--- config.mk ---
export PLATFORM = sky130hd
export DESIGN_NAME = button_debouncer
export DESIGN_NICKNAME = d
export VERILOG_FILES = /design/src/rtl/button_debouncer.sv
export SDC_FILE = /design/constraint.sdc
export NUM_CORES = 1
export LEC_CHECK = 0
export BUFFER_PORTS_ARGS = -buffer_cell sky130_fd_sc_hd__buf_2
export CAP_MARGIN = 20
export CORE_UTILIZATION = 56
export DETAILED_ROUTE_END_ITERATION = 8
export PLACE_DENSITY_LB_ADDON = 0.15
export REMOVE_ABC_BUFFERS = 1
export SLEW_MARGIN = 30
export SYNTH_ARGS = -nofsm -noshare
export SYNTH_HDL_FRONTEND = slang
export SYNTH_SLANG_ARGS = --single-unit
--- constraint.sdc ---
create_clock -name clk -period 2.4 [get_ports clk]
set_clock_uncertainty 0.05 [all_clocks]
set_input_delay 0.36 -clock clk [delete_from_list [all_inputs] [get_ports clk]]
set_output_delay 0.36 -clock clk [all_outputs]
set_load 0.02 [all_outputs]
--- src/rtl/button_debouncer.sv ---
// Push-button conditioner: synchronises the raw pin, rejects contact bounce and
// emits one-cycle press/release/long-press strobes plus a debounced level.
module button_debouncer #(
    parameter int unsigned DEBOUNCE_CYCLES   = 100000,
    parameter int unsigned LONG_PRESS_CYCLES = 10000000,
    parameter bit          BTN_ACTIVE_LOW    = 1'b0
) (
    input  logic clk,
    input  logic rst,
    input  logic btn_raw,
    output logic btn_level,
    output logic press_pulse,
    output logic release_pulse,
    output logic long_press_pulse
);

    localparam int unsigned CNT_W  = $clog2(DEBOUNCE_CYCLES + 1);
    localparam int unsigned HOLD_W = $clog2(LONG_PRESS_CYCLES + 1);
    localparam logic [CNT_W-1:0]  CNT_LAST  = CNT_W'(DEBOUNCE_CYCLES - 1);
    localparam logic [HOLD_W-1:0] HOLD_LAST = HOLD_W'(LONG_PRESS_CYCLES - 1);

    typedef enum logic [1:0] {
        IDLE,
        PRESS_WAIT,
        PRESSED,
        RELEASE_WAIT
    } state_t;

    logic              btn_meta;
    logic              btn_sync;
    state_t            state;
    state_t            state_nxt;
    logic [CNT_W-1:0]  cnt;
    logic [CNT_W-1:0]  cnt_nxt;
    logic [HOLD_W-1:0] hold;
    logic [HOLD_W-1:0] hold_nxt;
    logic              fired;
    logic              fired_nxt;
    logic              level_nxt;
    logic              press_nxt;
    logic              release_nxt;
    logic              long_nxt;

    // Polarity-normalise, then two-flop synchronise the asynchronous pin
    always_ff @(posedge clk or negedge rst) begin
        if (!rst) begin
            btn_meta <= 1'b0;
            btn_sync <= 1'b0;
        end else begin
            btn_meta <= btn_raw ^ BTN_ACTIVE_LOW;
            btn_sync <= btn_meta;
        end
    end

    // Next-state and next-output logic for the debounce/hold FSM
    always_comb begin
        state_nxt   = state;
        cnt_nxt     = cnt;
        hold_nxt    = hold;
        fired_nxt   = fired;
        level_nxt   = btn_level;
        press_nxt   = 1'b0;
        release_nxt = 1'b0;
        long_nxt    = 1'b0;
        case (state)
            IDLE: begin
                level_nxt = 1'b0;
                if (btn_sync) begin
                    state_nxt = PRESS_WAIT;
                    cnt_nxt   = '0;
                end
            end
            PRESS_WAIT: begin
                if (!btn_sync) begin
                    state_nxt = IDLE;
                end else if (cnt == CNT_LAST) begin
                    state_nxt = PRESSED;
                    press_nxt = 1'b1;
                    level_nxt = 1'b1;
                    hold_nxt  = '0;
                    fired_nxt = 1'b0;
                end else begin
                    cnt_nxt = cnt + 1'b1;
                end
            end
            PRESSED: begin
                if (!btn_sync) begin
                    state_nxt = RELEASE_WAIT;
                    cnt_nxt   = '0;
                end else if (hold == HOLD_LAST) begin
                    // Hold counter saturates; the fired flag limits this to one strobe per press
                    if (!fired) begin
                        long_nxt  = 1'b1;
                        fired_nxt = 1'b1;
                    end
                end else begin
                    hold_nxt = hold + 1'b1;
                end
            end
            RELEASE_WAIT: begin
                if (btn_sync) begin
                    state_nxt = PRESSED;
                end else if (cnt == CNT_LAST) begin
                    state_nxt   = IDLE;
                    release_nxt = 1'b1;
                    level_nxt   = 1'b0;
                    fired_nxt   = 1'b0;
                end else begin
                    cnt_nxt = cnt + 1'b1;
                end
            end
            default: begin
                state_nxt = IDLE;
                level_nxt = 1'b0;
            end
        endcase
    end

    // State, counters and registered outputs
    always_ff @(posedge clk or negedge rst) begin
        if (!rst) begin
            state            <= IDLE;
            cnt              <= '0;
            hold             <= '0;
            fired            <= 1'b0;
            btn_level        <= 1'b0;
            press_pulse      <= 1'b0;
            release_pulse    <= 1'b0;
            long_press_pulse <= 1'b0;
        end else begin
            state            <= state_nxt;
            cnt              <= cnt_nxt;
            hold             <= hold_nxt;
            fired            <= fired_nxt;
            btn_level        <= level_nxt;
            press_pulse      <= press_nxt;
            release_pulse    <= release_nxt;
            long_press_pulse <= long_nxt;
        end
    end

endmodule

==> results of run 1 <==
## worst reg2reg max path: cells and delay by family (launching register included)
| kind | cells | cell delay [ps] |
|---|---|---|
| AO/OA/AOI/OAI | 3 | 570 |
| flip-flops | 1 | 430 |
| AND/OR/NAND/NOR | 2 | 1160 |
## sequential cells by signal, summed over array words and instances (netlist names), named ones only
signal / count
press_pulse: 1
fired: 1
cnt: 17
state: 1
release_pulse: 1
hold: 24
long_press_pulse: 1
btn_level: 1
btn_sync: 1
btn_meta: 1
## worst max path at each step
| stage | start | to | slack (ps) | depth (start not counted) |
|---|---|---|---|---|
| final | cnt[12] | flip-flop | 100 | 5 |
| after global routing | cnt[13] | hold[2] | 5 | 5 |
| after CTS | hold[14] | fired | 90 | 5 |
| after detailed placement | cnt[12] | flip-flop | 110 | 5 |
| after global placement | hold[14] | fired | 110 | 5 |
| after floorplan | state[0] | hold[15] | -370 | 7 |
## area by class of cell
cell class | count | area (um^2) | share of cell area [%]
Multi-Input combinational cell | 267 | 1700 | 49.4
Sequential cell | 50 | 1250 | 36.4
Timing Repair Buffer | 36 | 270 | 7.85
Tap cell | 70 | 87.6 | 2.54
Clock buffer | 5 | 68.8 | 2.00
Clock inverter | 2 | 38.8 | 1.13
Inverter | 7 | 26.3 | 0.763
## where the power goes
| part | switching [mW] | internal (mW) |
|---|---|---|
| sequential | 0.0783 | 0.897 |
| combinational | 0.613 | 0.328 |
| clock | 0.288 | 0.307 |
## cells by family (layout without fill, tap and decap cells)
kind of cell             count (synthesis)  after routing  share of synthesized area, %
XOR/XNOR                                 6              6                          1.72
adder cells (fa/ha/maj)                  6              6                          2.46
AND/OR/NAND/NOR                        168            168                          31.3
AO/OA/AOI/OAI                           85             85                          19.0
buffers and inverters                   27             50                          3.86
flip-flops                              50             50                          41.1
multiplexers                             2              2                         0.657
## cell usage in the layout, fill, tap and decap left out, types with 5 or more instances in the layout
cell type,netlist,final
a21oi_1,8,7
a31oi_1,5,5
and2_1,5,5
buf_2,4,6
buf_4,1,28
clkbuf_8,0,5
dfrtp_1,50,50
ha_1,6,6
inv_1,7,7
nand2_1,41,41
nand2b_1,5,5
nand3_1,20,20
nand4_1,17,17
nor2_1,25,25
nor3_1,7,6
nor4_1,8,8
o211ai_1,8,8
o21ai_0,25,25
o31ai_1,9,8
or4_1,6,6
xnor2_1,5,5
## stage by stage
step	cell area [um^2]	util, %
after detailed placement	3300	63.8
final	3440	66.5
after global routing	3440	66.5
after CTS	3420	66.1
after global placement	3300	63.8
after floorplan	2960	-
## per-layer routing
layer	up-vias	GRT usage, %
li1	1348	-
met1	1356	43.3
met2	74	40.8
met3	10	4.50
met4	0	7.41
met5	-	0
## what timing repair did
action	CTS	global route
gates resized for setup	0	5
hold buffers	1	0
setup buffers	0	1
hold endpoints to repair	18	0
setup endpoints to repair	0	7
==> reports/results.tsv, run 1 <==
metric	value	unit
status	finished clean	
Required @ worst endpoint	2550	ps
clock slew at the register clock pins of the worst setup and hold paths	100	ps
leading cell type by number of instances after synthesis	dfrtp_1	
Final Instance Count excl. Fillers	437	
Core ar.	5170	um^2
final setup margin	98.2	ps
Max Fclk	434	MHz
hpwl dp	5110	um
family with the most delay on the worst path	simple AND/OR/NAND/NOR gates	
WHS	101	ps
Syn Std Cell Area	3050	um^2
setup violators final	0	
met2 WL post-DR	3260	um
Layout area overhead	12.9	%
max cap viols	0	
crit path DAT	2460	ps
leakage	1.40	nW
FILL cells	418	
#FFs+latches synth	50	
number of buffers and inverters on the critical path	0	
setup_tns	0	ps
share of post-route cells with drive strength above 1	15.8	%
CTS Buffer Depth	2	
initial antenna violation count	0	
ys flop type	dfrtp_1	
initial detailed-routing violation count	308	
R2R setup slack	100	ps
Top-Level Pins	7	
1st-pass router iterations	5	
ANT cells	0	
Buffers on Ports	6	
vias in the first global route	2450	
Crit. End Element	flip-flop	
routability congestion estimate from global placement	0.863	
row count	26	
ys async rst share	100	%
top-area cell type share of the netlist area	41.1	%
Final Hold Fails	0	
routed len/inst	16.7	um
CP startpoint kind	flip-flop	
Hold/Removal Path Class	input pin to flip-flop	
Place WS	113	ps
CP max stage delay	620	ps
register area share after synthesis	41.1	%
area leader, netlist	dfrtp_1	
nets	376	
Cell variety after synth	60	
Post-synth EDFFs	0	
Crit Path Class	flip-flop to flip-flop	
Clk Latency, worst-skew pair	300	ps
Die Y-Extent	75.8	um
RSZ-0062 raised after global routing	false	
placed cells	428	
pwr/cell area	730	nW/um^2
Crit Reg-Reg Startpoint	cnt[12]	
Max rail drop VDD	0.625	mV
fin crit period	2300	ps
Sink Count	50	
slowest CP cell	or4_4	
max-slew violations	0	
remaining routing DRC violations	0	
H-tree level count	2	
largest net degree at the start of global routing	29	
Initial Utilization	58.9	%
CTS tree	built	
Final ANT Viol Nets	0	
All-Layer GR Usage	28.1	%
Top Layer Used	met4	
clock root buffer	clkbuf_8	
R2R depth	5	
worst-path cell chain	or4b_4 > or4_4 > a211oi_4 > o21ai_1 > a22o_1	
vias per cell	6.38	
Tot Pwr	2.51	mW
Worst Path Max Fanout	8	
Final Cycle Share	95.9	%
routed wl met3	303	um
post-synthesis cell count	344	
Num CTS Buffers	5	
max_slew headroom	63.8	%
Slew @ Worst Pin	543	ps
Worst Hold End	btn_meta	
Via Count	2788	
Hold Startpoint	btn_raw	
grt total ovfl	0	
worst hold path depth	1	
top cells by area, synth	dfrtp_1 (41%), nand2_1 (5.0%), o21ai_0 (4.1%)	
Yosys Warn Count	0	
die area	5740	um^2
wire length on met1	3650	um
WL final	7310	um
top cells by count, synth	dfrtp_1 (50), nand2_1 (41), nor2_1 (25), o21ai_0 (25), nand3_1 (20)	
first-pass GRT wire length	12100	um
syn avg cell area	8.86	um^2
die width	75.8	um
Note: power is estimated with default switching activity, not from simulation.
==> inputs of run 2 (changes only) <==
Settings changed: BUFFER_PORTS_ARGS -buffer_cell sky130_fd_sc_hd__buf_2 to -buffer_cell sky130_fd_sc_hd__clkbuf_2.
==> run 2 against run 1 <==
Wire length grew 0.75%. Maximum frequency about the same. Global-route usage increased by 0.065 points. Critical path depth unchanged. Sequential cell count unchanged. Power grew 0.99%. Via count up 2.4%. Combinational power decreased by 1%. Worst hold slack lost 83 ps. Largest cell class unchanged. Largest power group unchanged.
==> reports/results.tsv, run 2 (synthesis results as in run 1) <==
metric	value	unit
status	finished clean	
Final ANT Viol Nets	0	
Via Count	2856	
commonest non-fill, non-tap cells in the layout	dfrtp_1 (50), nand2_1 (41), buf_4 (27)	
post-CTS sizing	0	
number of buffers and inverters on the critical path	0	
nets	374	
Required @ worst endpoint	2560	ps
grt total ovfl	0	
slowest CP cell	or4_4	
placed cells	428	
top flop regs	hold x24, cnt x17	
All-Layer GR Usage	28.2	%
Top-Level Pins	7	
remaining routing DRC violations	0	
dpl cell area	3300	um^2
Slew @ Worst Pin	671	ps
max-slew violations	0	
family with the most delay on the worst path	simple AND/OR/NAND/NOR gates	
Final Cycle Share	95.9	%
worst-path cell chain	or4b_4 > or4_4 > a211oi_4 > o21ai_1 > a22o_1	
setup_tns	0	ps
die area	5740	um^2
Die Y-Extent	75.8	um
fin crit period	2300	ps
first-pass GRT wire length	12200	um
most common cell after layout, fill and taps aside	dfrtp_1	
CTS Buffer Depth	2	
H-tree level count	2	
clock slew at the register clock pins of the worst setup and hold paths	100	ps
initial antenna violation count	0	
Sink Count	50	
Max rail drop VDD	0.841	mV
Final Instance Count excl. Fillers	436	
largest net degree at the start of global routing	29	
FILL cells	433	
clock root buffer	clkbuf_8	
max cap viols	0	
cts hold-fix bufs	0	
routability congestion estimate from global placement	0.912	
Hold/Removal Path Class	input pin to asynchronous set/reset pin	
Post-CTS Setup Repair Bufs	0	
Clk Latency, worst-skew pair	310	ps
CP max stage delay	610	ps
Core ar.	5170	um^2
post-route cell area	3430	um^2
max_slew headroom	55.3	%
Buffers on Ports	6	
crit path DAT	2460	ps
Max Fclk	434	MHz
leakage	1.39	nW
1st-pass router iterations	5	
row count	26	
initial detailed-routing violation count	304	
vias per cell	6.55	
Initial Utilization	58.9	%
Worst Path Max Fanout	8	
Num CTS Buffers	5	
setup violators final	0	
Tot Pwr	2.54	mW
die width	75.8	um
Crit. End Element	flip-flop	
WL final	7360	um
CTS tree	built	
max FFs per register	24	
hpwl dp	5170	um
vias in the first global route	2578	
pwr/cell area	739	nW/um^2
share of post-route cells with drive strength above 1	16.1	%
Crit Path Class	flip-flop to flip-flop	
routed len/inst	16.9	um
Largest Register	hold	
ANT cells	0	
CP startpoint kind	flip-flop	
Layout area overhead	12.7	%
Final Hold Fails	0	
RSZ-0062 raised after global routing	false	
-- run 2: worst paths after layout --
path | startpoint | endpoint | slack, ps | cells after the start
worst min-delay path | rst | cnt[4] | 20 | 1
worst min register to register | btn_meta | btn_sync | 310 | 0
worst max-delay path | cnt[12] | flip-flop | 100 | 5
worst max register to register | cnt[12] | flip-flop | 100 | 5
min in group clk | btn_raw | btn_meta | 100 | 1
max in group asynchronous | rst | cnt[12] | 1720 | 2
-- run 2: final cells by class --
type	count	area, um^2	share of cell area [%]
Tap cell	70	87.6	2.55
Multi-Input combinational cell	267	1700	49.5
Clock inverter	3	47.5	1.38
Clock buffer	5	68.8	2.00
Sequential cell	50	1250	36.4
Inverter	7	26.3	0.765
Timing Repair Buffer	34	253	7.36
-- run 2: stage by stage --
step                setup WS, ps  hold slack [ps]  utilization (%)
floorplan                   -372             14.4                -
global placement             150              283             63.8
detailed placement           112              293             63.8
CTS                         85.3             34.2             66.1
global route                29.5             70.5             66.4
finish                      97.7             18.0             66.4
-- run 2: routing by layer --
layer  global-route usage (%)  vias up  share of wire (%)
met3                     5.03        7                5.2
met5                        0        -                  0
met1                     41.7     1417                 48
li1                         -     1350                  -
met2                     42.3       82                 46
met4                     7.82        0               0.83
-- run 2: worst register-to-register path: cells and delay by family (launching register included) --
family / cells / cell delay, ps
DFF: 1 / 420
and+or+nand+nor: 2 / 1150
AOI/OAI and AO/OA: 3 / 580
-- run 2: where the power goes --
part,total [mW],switching (mW),internal [mW],leakage (nW)
clock network,0.626,0.309,0.316,0.0587
logic,0.932,0.603,0.329,0.639
registers,0.979,0.0822,0.897,0.687
total,2.54,0.994,1.54,1.39
